### src/rtl/elev_pkg.sv
// rtl/elev_pkg.sv - shared state, run-mode and floor encodings for the elevator car
package elev_pkg;

  typedef enum logic [2:0] {
    ST_IDLE   = 3'd0,
    ST_MOVE   = 3'd1,
    ST_CHECK  = 3'd2,
    ST_DOOR   = 3'd3,
    ST_RESUME = 3'd4
  } state_e;

  localparam logic [1:0] UD_STOP = 2'b00;
  localparam logic [1:0] UD_UP   = 2'b01;
  localparam logic [1:0] UD_DOWN = 2'b10;

  localparam logic [3:0] FLOOR_BOT = 4'b0001;
  localparam logic [3:0] FLOOR_TOP = 4'b1000;

endpackage

### src/rtl/travel_timer.sv
// rtl/travel_timer.sv - per-floor travel counter with done pulse on the last count
module travel_timer #(
  parameter int TRAVEL_CYCLES = 64
) (
  input  logic clk,
  input  logic rst,
  input  logic start,
  input  logic freeze,
  output logic done
);

  localparam int W = (TRAVEL_CYCLES > 2) ? $clog2(TRAVEL_CYCLES) : 1;
  localparam logic [W-1:0] LAST = W'(TRAVEL_CYCLES - 1);

  logic [W-1:0] cnt_q, cnt_d;

  // start holds the counter at zero until travel begins; done only fires while running
  assign done = !start && !freeze && (cnt_q == LAST);

  // next count: hold while frozen, wrap to zero at the end of each floor
  always_comb begin
    cnt_d = cnt_q;
    if (!freeze) begin
      if (start || done) cnt_d = '0;
      else               cnt_d = cnt_q + W'(1);
    end
  end

  // counter register
  always_ff @(posedge clk) begin
    if (rst) cnt_q <= '0;
    else     cnt_q <= cnt_d;
  end

endmodule

### src/rtl/car_motion_ctrl.sv
// rtl/car_motion_ctrl.sv - car motion and door sequencer; ESTOP_EN adds the estop freeze input
module car_motion_ctrl
  import elev_pkg::*;
#(
  parameter int TRAVEL_CYCLES = 64,
  parameter int FLOORS        = 4
) (
  input  logic              clk,
  input  logic              rst,
`ifdef ESTOP_EN
  input  logic              estop,
`endif
  input  logic              up_need,
  input  logic              down_need,
  input  logic [FLOORS-1:0] allReq,
  input  logic              endOpen,
  output logic [FLOORS-1:0] position,
  output logic [1:0]        ud_mode,
  output logic              StOpen,
  output logic [FLOORS-1:0] arrive_clr,
  output logic              moving
);

  state_e            state_q, state_d;
  logic [FLOORS-1:0] pos_q, pos_d;
  logic [1:0]        ud_q, ud_d;
  logic              st_q, st_d;
  logic [FLOORS-1:0] ar_q, ar_d;
  logic              frozen;
  logic              done;
  logic              here_req, can_up, can_down, same_dir, opp_dir;

`ifdef ESTOP_EN
  assign frozen = estop;
`else
  assign frozen = 1'b0;
`endif

  travel_timer #(.TRAVEL_CYCLES(TRAVEL_CYCLES)) u_timer (
    .clk    (clk),
    .rst    (rst),
    .start  (state_q != ST_MOVE),
    .freeze (frozen),
    .done   (done)
  );

  // end-floor guards keep position one-hot: never move up from the top or down from the bottom
  assign here_req = |(allReq & pos_q);
  assign can_up   = up_need   && (pos_q != FLOOR_TOP);
  assign can_down = down_need && (pos_q != FLOOR_BOT);
  assign same_dir = ((ud_q == UD_UP) && can_up) || ((ud_q == UD_DOWN) && can_down);
  assign opp_dir  = ((ud_q == UD_UP) && can_down) || ((ud_q == UD_DOWN) && can_up);

  // next state and registered outputs; everything holds while frozen
  always_comb begin
    state_d = state_q;
    pos_d   = pos_q;
    ud_d    = ud_q;
    st_d    = st_q;
    ar_d    = '0;
    if (!frozen) begin
      case (state_q)
        ST_IDLE: begin
          ud_d = UD_STOP;
          if (here_req) begin
            state_d = ST_DOOR;
            st_d    = 1'b1;
            ar_d    = pos_q;
          end else if (can_up) begin
            state_d = ST_MOVE;
            ud_d    = UD_UP;
          end else if (can_down) begin
            state_d = ST_MOVE;
            ud_d    = UD_DOWN;
          end
        end
        ST_MOVE: begin
          if (done) begin
            pos_d   = (ud_q == UD_UP) ? (pos_q << 1) : (pos_q >> 1);
            state_d = ST_CHECK;
          end
        end
        ST_CHECK: begin
          if (here_req) begin
            state_d = ST_DOOR;
            st_d    = 1'b1;
            ar_d    = pos_q;
          end else if (same_dir) begin
            state_d = ST_MOVE;
          end else begin
            state_d = ST_IDLE;
            ud_d    = UD_STOP;
          end
        end
        ST_DOOR: begin
          if (endOpen) begin
            st_d    = 1'b0;
            state_d = ST_RESUME;
          end
        end
        ST_RESUME: begin
          if (same_dir) begin
            state_d = ST_MOVE;
          end else if (opp_dir) begin
            state_d = ST_MOVE;
            ud_d    = (ud_q == UD_UP) ? UD_DOWN : UD_UP;
          end else begin
            state_d = ST_IDLE;
            ud_d    = UD_STOP;
          end
        end
        default: begin
          state_d = ST_IDLE;
          ud_d    = UD_STOP;
          st_d    = 1'b0;
        end
      endcase
    end
  end

  // state and output registers
  always_ff @(posedge clk) begin
    if (rst) begin
      state_q <= ST_IDLE;
      pos_q   <= FLOOR_BOT;
      ud_q    <= UD_STOP;
      st_q    <= 1'b0;
      ar_q    <= '0;
    end else begin
      state_q <= state_d;
      pos_q   <= pos_d;
      ud_q    <= ud_d;
      st_q    <= st_d;
      ar_q    <= ar_d;
    end
  end

  assign position   = pos_q;
  assign ud_mode    = ud_q;
  assign StOpen     = st_q;
  assign arrive_clr = ar_q;
  assign moving     = (state_q == ST_MOVE) && !frozen;

endmodule

### config.mk
export PLATFORM = sky130hd
export DESIGN_NAME = car_motion_ctrl
export DESIGN_NICKNAME = d
export VERILOG_FILES = /design/src/rtl/elev_pkg.sv /design/src/rtl/travel_timer.sv /design/src/rtl/car_motion_ctrl.sv
export SDC_FILE = /design/constraint.sdc
export NUM_CORES = 1
export LEC_CHECK = 0
export ABC_CLOCK_PERIOD_IN_PS = 3300
export BUFFER_PORTS_ARGS = -buffer_cell sky130_fd_sc_hd__buf_2
export CORE_MARGIN = 1.5
export CORE_UTILIZATION = 51
export DETAILED_ROUTE_END_ITERATION = 6
export HOLD_SLACK_MARGIN = 0.06
export PLACE_DENSITY = 0.74
export SLEW_MARGIN = 20
export SYNTH_ARGS = -nofsm -noshare
export SYNTH_HDL_FRONTEND = slang
export SYNTH_SLANG_ARGS = --single-unit
### constraint.sdc
create_clock -name clk -period 3.3 [get_ports clk]
set_input_delay 0.66 -clock clk [delete_from_list [all_inputs] [get_ports clk]]
set_output_delay 0.66 -clock clk [all_outputs]
set_load 0.05 [all_outputs]
==> impl_results.md, run 1 <==
* Clk_lat worst skew at 0.29 ns
* Die Y at 47.0 um
* Crit path arrival time at 1.58 ns
* Drt drc at 0
* Final worst hold slack at 0.463 ns
* Commonest cells after routing, fill and taps aside: 20 x sky130_fd_sc_hd__dfxtp_1, 20 x sky130_fd_sc_hd__buf_2, 18 x sky130_fd_sc_hd__nor2_1, 9 x sky130_fd_sc_hd__nand2_1, 6 x sky130_fd_sc_hd__nand2b_1
* Number of antenna violations at the first check in global routing at 0
* Deepest level of the CTS H-tree at 1
* Via count at 857
* Largest driver fanout on the critical path at 8
* CTS tree: built
* Number of search-and-repair iterations in the first detailed-routing pass at 4
* Post-Place Worst Slack at 1.28 ns
* Ant diodes at 0
* I/O pin cnt at 21
* Type of the worst min-delay path: reg -> reg
* Synth unique cells at 35
* Vias in the first global route at 765
* Total Die Area at 0.00221 mm2
* Share of layout cells above drive strength 1 at 21.9%
* Number of hold-repair buffers added at the cts stage at 0
* Syn_nets at 126
* CTS max path bufs at 2
* Cell count after placement at 158
* Total routing usage reported by global routing at 20.8%
* Cells traversed along the worst timing path: nor3b_1, buf_2
* Count of cells resized by post-cts repair at 0
* Number of violations reported at the end of detailed-routing iteration 0 at 16
* Worst-case setup margin in the final layout at 1.06 ns
* Cell area after synthesis at 987 um2
* Horizontal die dimension at 47.0 um
* Number of port buffers at 20
* Synthesized flop and latch total at 20
* Routability cong. at 0.812
* Least-Margin Pin Slew at 0.514 ns
* Relative area change from synthesis to final layout at 17.4%
* Achievable frequency at 0.447 GHz
* Highest layer used for signal routing: met4
* Outcome: finished, final reports clean
* Max-slew violations at 0
* Power per cell area at 479 mW/mm2
* Yosys warning count at 0
* Worst clock skew at 0.00223 ns
* Wire length of the first global-routing pass at 3290 um
* Register clock-pin slew on the reported worst setup and hold paths at 0.12 ns
* Count of nets left with antenna violations after detail routing at 0
* Number of placement rows at 15
* Leakage power total at 0.464 nW
* Slowest CP cell: sky130_fd_sc_hd__nor3b_1
* Cell count after synthesis at 116
* Routed wl met3 at 68 um
* Setup repair after global routing missed its margin: no
* Avg Cell Area, Syn at 8.51 um2
* Relative max-transition margin at 65.6%
* Initial core utilization at 56.0%
* Aggregate routed wire length at 1940 um
* Half-perimeter wire length after detailed placement at 1480 um
* Final count of negative-setup-slack endpoints at 0
* Data required time at the worst endpoint at 2.64 ns
* Total length of routed met2 wires at 874 um
* Core region area at 0.00176 mm2
* Hold violation total from the final report at 0
* Kind of critical path: reg -> out
* Avg WL per Cell at 12.0 um
* Post-synthesis sequential area ratio at 40.6%
* Total clock buffers created by CTS at 3
* Clock Tree Root: sky130_fd_sc_hd__clkbuf_4
* Post-layout net count at 148
* Clock Sinks at 20
* Largest net degree at the start of global routing at 14
* Final period util at 67.8%
* Post-Route Setup TNS at 0 ns
* Non-Filler Instances at 162
* IR drop worst, VDD at 0.389 mV
* Gr ovfl total at 0
* Met1 Routed Length at 984 um
* Post-CTS repair timing setup buffer count at 0
* Setup crit start kind: flop
* Slowest stage delay, CP at 0.47 ns
* Number of vias per cell after detailed routing at 5.29
* Capturing element type of the critical path: primary output
* Final period demand of the worst path at 2.24 ns
* Max_cap viols at 0
-- where the power goes --
part / switching [mW] / leakage [nW] / internal [mW] / total [mW]
Sequential: 0.0106 / 0.162 / 0.251 / 0.262
Clock: 0.0749 / 0.0279 / 0.123 / 0.198
Combinational: 0.0620 / 0.274 / 0.0342 / 0.0962
Total: 0.148 / 0.464 / 0.408 / 0.555
-- worst max-delay path: cells and delay by family (launching register included) --
family        cells  cell delay (ns)
flops             1             0.46
simple gates      1             0.47
buf+inv           1             0.36
-- cell families after synthesis --
| kind of cell | synth area share, % |
|---|---|
| buf+inv | 2.03 |
| simple gates | 34.6 |
| mux | 4.06 |
| compound gates | 13.9 |
| xor+xnor | 3.55 |
| flops | 40.6 |
| fa+ha+maj | 1.27 |
-- synthesized netlist by cell type --
cell type | n | share of area [%]
sky130_fd_sc_hd__nor2_1 | 18 | 6.8
sky130_fd_sc_hd__dfxtp_1 | 20 | 41
sky130_fd_sc_hd__or2_2 | 1 | 0.63
sky130_fd_sc_hd__o311ai_1 | 1 | 0.89
sky130_fd_sc_hd__a211oi_1 | 2 | 1.5
sky130_fd_sc_hd__nor3b_1 | 2 | 1.5
sky130_fd_sc_hd__and3_1 | 2 | 1.3
sky130_fd_sc_hd__nor2b_1 | 3 | 1.9
sky130_fd_sc_hd__nand2b_1 | 6 | 3.8
sky130_fd_sc_hd__xnor2_1 | 2 | 1.8
sky130_fd_sc_hd__o211ai_2 | 1 | 1.3
sky130_fd_sc_hd__nor3_2 | 1 | 1.0
sky130_fd_sc_hd__a221oi_1 | 1 | 0.89
sky130_fd_sc_hd__a211o_1 | 2 | 1.8
sky130_fd_sc_hd__o21ai_0 | 2 | 1.0
sky130_fd_sc_hd__or4b_1 | 2 | 2.0
sky130_fd_sc_hd__or3b_2 | 2 | 1.8
sky130_fd_sc_hd__and2_1 | 5 | 3.2
sky130_fd_sc_hd__a21oi_1 | 5 | 2.5
sky130_fd_sc_hd__mux2i_1 | 4 | 4.1
sky130_fd_sc_hd__clkbuf_1 | 2 | 0.76
sky130_fd_sc_hd__o211ai_1 | 2 | 1.5
sky130_fd_sc_hd__nand4_1 | 1 | 0.63
sky130_fd_sc_hd__a22oi_1 | 2 | 1.5
sky130_fd_sc_hd__buf_2 | 1 | 0.51
sky130_fd_sc_hd__nand3_1 | 5 | 2.5
sky130_fd_sc_hd__nor3_1 | 3 | 1.5
sky130_fd_sc_hd__xor2_1 | 2 | 1.8
sky130_fd_sc_hd__nor4_1 | 1 | 0.63
sky130_fd_sc_hd__o32a_1 | 1 | 1.0
sky130_fd_sc_hd__inv_1 | 2 | 0.76
sky130_fd_sc_hd__ha_1 | 1 | 1.3
sky130_fd_sc_hd__nand2_1 | 9 | 3.4
sky130_fd_sc_hd__and3_4 | 1 | 1.1
sky130_fd_sc_hd__nand3b_1 | 1 | 0.76
-- stage by stage --
stage / instance area (um2) / utilization [%] / power, mW
floorplan: 987 / - / 0.340
global placement: 1110 / 62.7 / 0.362
detailed placement: 1110 / 62.7 / 0.364
CTS: 1160 / 65.7 / 0.560
global route: 1160 / 65.7 / 0.582
finish: 1160 / 65.7 / 0.555
-- worst paths after layout --
| kind | startpoint | to | slack (ns) | cells past startpoint |
|---|---|---|---|---|
| worst max-delay path | state_q[0]$_SDFFE_PP0P_ | moving | 1.06 | 2 |
| worst max register to register | ud_mode[0]$_SDFFE_PP0P_ | ud_mode[0]$_SDFFE_PP0P_ | 1.39 | 5 |
| worst min-delay path | u_timer.cnt_q[0]$_SDFF_PP0_ | u_timer.cnt_q[0]$_SDFF_PP0_ | 0.46 | 1 |
| worst min register to register | u_timer.cnt_q[0]$_SDFF_PP0_ | u_timer.cnt_q[0]$_SDFF_PP0_ | 0.46 | 1 |
-- flip-flops by register name (all words and copies together) (netlist names) --
signal	flops
u_timer.cnt_q	6
arrive_clr	4
position	4
state_q	3
ud_mode	2
StOpen	1
-- per-layer routing --
layer | GRT usage (%) | vias to the layer above
met2 | 33.4 | 16
met1 | 28.6 | 388
met5 | 0 | -
met4 | 5.00 | 0
li1 | - | 451
met3 | 4.62 | 2
-- cell type report --
| type | instances | area [um2] |
|---|---|---|
| clock buffers | 3 | 22.5 |
| repair buffers | 20 | 100 |
| well taps | 25 | 31.3 |
| fillers | 164 | 606 |
| multi-input cells | 91 | 567 |
| inverters | 2 | 7.51 |
| clock inverters | 1 | 30.0 |
| flip-flops and latches | 20 | 400 |
Note: power is estimated with default switching activity, not from simulation.
==> run 2: changes to the inputs <==
--- a/config.mk
+++ b/config.mk
@@ -5,7 +5,7 @@
 export SDC_FILE = /design/constraint.sdc
 export NUM_CORES = 1
 export LEC_CHECK = 0
-export ABC_CLOCK_PERIOD_IN_PS = 3300
+export ABC_CLOCK_PERIOD_IN_PS = 2300
 export BUFFER_PORTS_ARGS = -buffer_cell sky130_fd_sc_hd__buf_2
 export CORE_MARGIN = 1.5
 export CORE_UTILIZATION = 51
==> constraint.sdc (replaced) <==
create_clock -name clk -period 2.3 [get_ports clk]
set_input_delay 0.46 -clock clk [delete_from_list [all_inputs] [get_ports clk]]
set_output_delay 0.46 -clock clk [all_outputs]
set_load 0.05 [all_outputs]
==> run 2 against run 1 <==
Flip-flop and latch count unchanged. Largest power group unchanged. Clock power grew 43%. Routed wire length up 2.7%. Power increased by 44%. Clock-buffer cell count unchanged. Cell count increased by 0.62%. Worst setup slack lost 0.65 ns. Critical path depth did not move. Sequential power is 44% higher.
==> impl_results.md, run 2 (same netlist as run 1, synthesis figures left out) <==
* Outcome: finished, final reports clean
* Least-Margin Pin Slew at 0.468 ns
* Final period util at 82.1%
* Deepest level of the CTS H-tree at 1
* GRT busiest layer: met2
* Switching share of power at 26.7%
* Type of the worst min-delay path: in -> reg
* Die Y at 47.0 um
* Power per cell area at 685 mW/mm2
* Kind of critical path: reg -> out
* Global routing usage on met3 at 2.31%
* Clock Tree Root: sky130_fd_sc_hd__clkbuf_4
* Total clock buffers created by CTS at 3
* Slowest stage delay, CP at 0.48 ns
* Setup crit start kind: flop
* Post-route total power at 0.802 mW
* Ant diodes at 0
* Cells traversed along the worst timing path: nor3b_2, buf_2
* I/O pin cnt at 21
* Worst clock skew at 0.00326 ns
* CTS tree: built
* Fraction of power consumed by the clock network at 35.3%
* Crit path arrival time at 1.43 ns
* Final count of negative-setup-slack endpoints at 0
* Share of layout cells above drive strength 1 at 23.2%
* Total routing usage reported by global routing at 20.2%
* Max-slew violations at 0
* Proportion of power drawn by flip-flops and latches at 47.0%
* Number of placement rows at 15
* Leakage power total at 0.473 nW
* Max_cap viols at 0
* Avg WL per Cell at 12.2 um
* Relative area change from synthesis to final layout at 18.6%
* Final period demand of the worst path at 1.89 ns
* Wire length of the first global-routing pass at 3250 um
* Drt drc at 0
* Comb power frac at 17.8%
* Count of nets left with antenna violations after detail routing at 0
* Half-perimeter wire length after detailed placement at 1490 um
* Number of port buffers at 20
* Post-CTS repair timing setup buffer count at 0
* Vias in the first global route at 809
* Post-layout net count at 149
* Commonest cells after routing, fill and taps aside: 20 x sky130_fd_sc_hd__dfxtp_1, 20 x sky130_fd_sc_hd__buf_2, 18 x sky130_fd_sc_hd__nor2_1, 9 x sky130_fd_sc_hd__nand2_1, 6 x sky130_fd_sc_hd__nand2b_1
* Aggregate routed wire length at 1990 um
* Clk_lat worst skew at 0.29 ns
* Flip-flop count of the largest register after layout at 6
* Met1 Use GR at 26.6%
* Routability cong. at 0.799
* Number of hold-repair buffers added at the cts stage at 0
* Clock Sinks at 20
* Via count at 898
* Register with the most flip-flops: u_timer.cnt_q
* Post-Route Setup TNS at 0 ns
* Setup repair after global routing missed its margin: no
* Data required time at the worst endpoint at 1.84 ns
* Gr ovfl total at 0
* Horizontal die dimension at 47.0 um
* Slowest CP cell: sky130_fd_sc_hd__dfxtp_1
* Hold violation total from the final report at 0
* Worst-case setup margin in the final layout at 0.412 ns
* CTS max path bufs at 2
* Total Die Area at 0.00221 mm2
* IR drop worst, VDD at 0.430 mV
* Largest driver fanout on the critical path at 8
* Number of violations reported at the end of detailed-routing iteration 0 at 11
* Core region area at 0.00176 mm2
* Met2 Usage GRT at 35.3%
* Achievable frequency at 0.530 GHz
* Largest net degree at the start of global routing at 14
* Relative max-transition margin at 68.3%
* Number of vias per cell after detailed routing at 5.51
* Count of cells resized by post-cts repair at 0
* Switching component of the power at 0.214 mW
* Capturing element type of the critical path: primary output
* Setup slack of the most critical reg-to-reg path at 0.50 ns
* Number of antenna violations at the first check in global routing at 0
* Internal cell power at 0.588 mW
* Register clock-pin slew on the reported worst setup and hold paths at 0.12 ns
* Initial core utilization at 56.0%
* Post-Place Worst Slack at 0.486 ns
* Number of search-and-repair iterations in the first detailed-routing pass at 4
-- run 2: power by group through the flow --
stage	logic (mW)	registers, mW	clock network, mW
floorplan	0.0918	0.398	0
global placement	0.139	0.384	0
detailed placement	0.143	0.385	0
CTS	0.143	0.377	0.289
global route	0.155	0.379	0.303
finish	0.142	0.377	0.283
-- run 2: cell type report --
class,instances,area (um2)
inverters,2,7.51
fillers,161,593
repair buffers,21,108
flip-flops and latches,20,400
clock inverters,1,30.0
well taps,25,31.3
clock buffers,3,22.5
multi-input cells,91,572
-- run 2: worst max-delay path, delay by kind of cell (launching register included) --
family                 cells  cell delay, ns
buffers and inverters      1            0.32
flip-flops                 1            0.48
AND/OR/NAND/NOR            1            0.34
-- run 2: routing by layer --
layer  routed length [um]  vias to the layer above
met5                    0                        -
met4                   13                        0
met3                   76                        2
met2                  980                       19
met1                  923                      421
li1                     -                      456
-- run 2: worst paths after layout --
check,startpoint,end,depth (start not counted)
worst max-delay path,state_q[0]$_SDFFE_PP0P_,moving,2
worst min-delay path,endOpen,state_q[2]$_SDFFE_PP0P_,3
worst max register to register,position[1]$_SDFFE_PP0P_,ud_mode[1]$_SDFFE_PP0P_,5
worst min register to register,u_timer.cnt_q[0]$_SDFF_PP0_,u_timer.cnt_q[0]$_SDFF_PP0_,1
-- run 2: metrics by stage --
stage	cell area, um2	utilization (%)	hold WS [ns]	std cells
after CTS	1170	66.4	0.422	163
after global placement	1120	63.4	0.428	159
after global routing	1170	66.4	0.428	163
after detailed placement	1120	63.4	0.438	159
final	1170	66.4	0.433	163
after floorplan	992	-	0.418	116
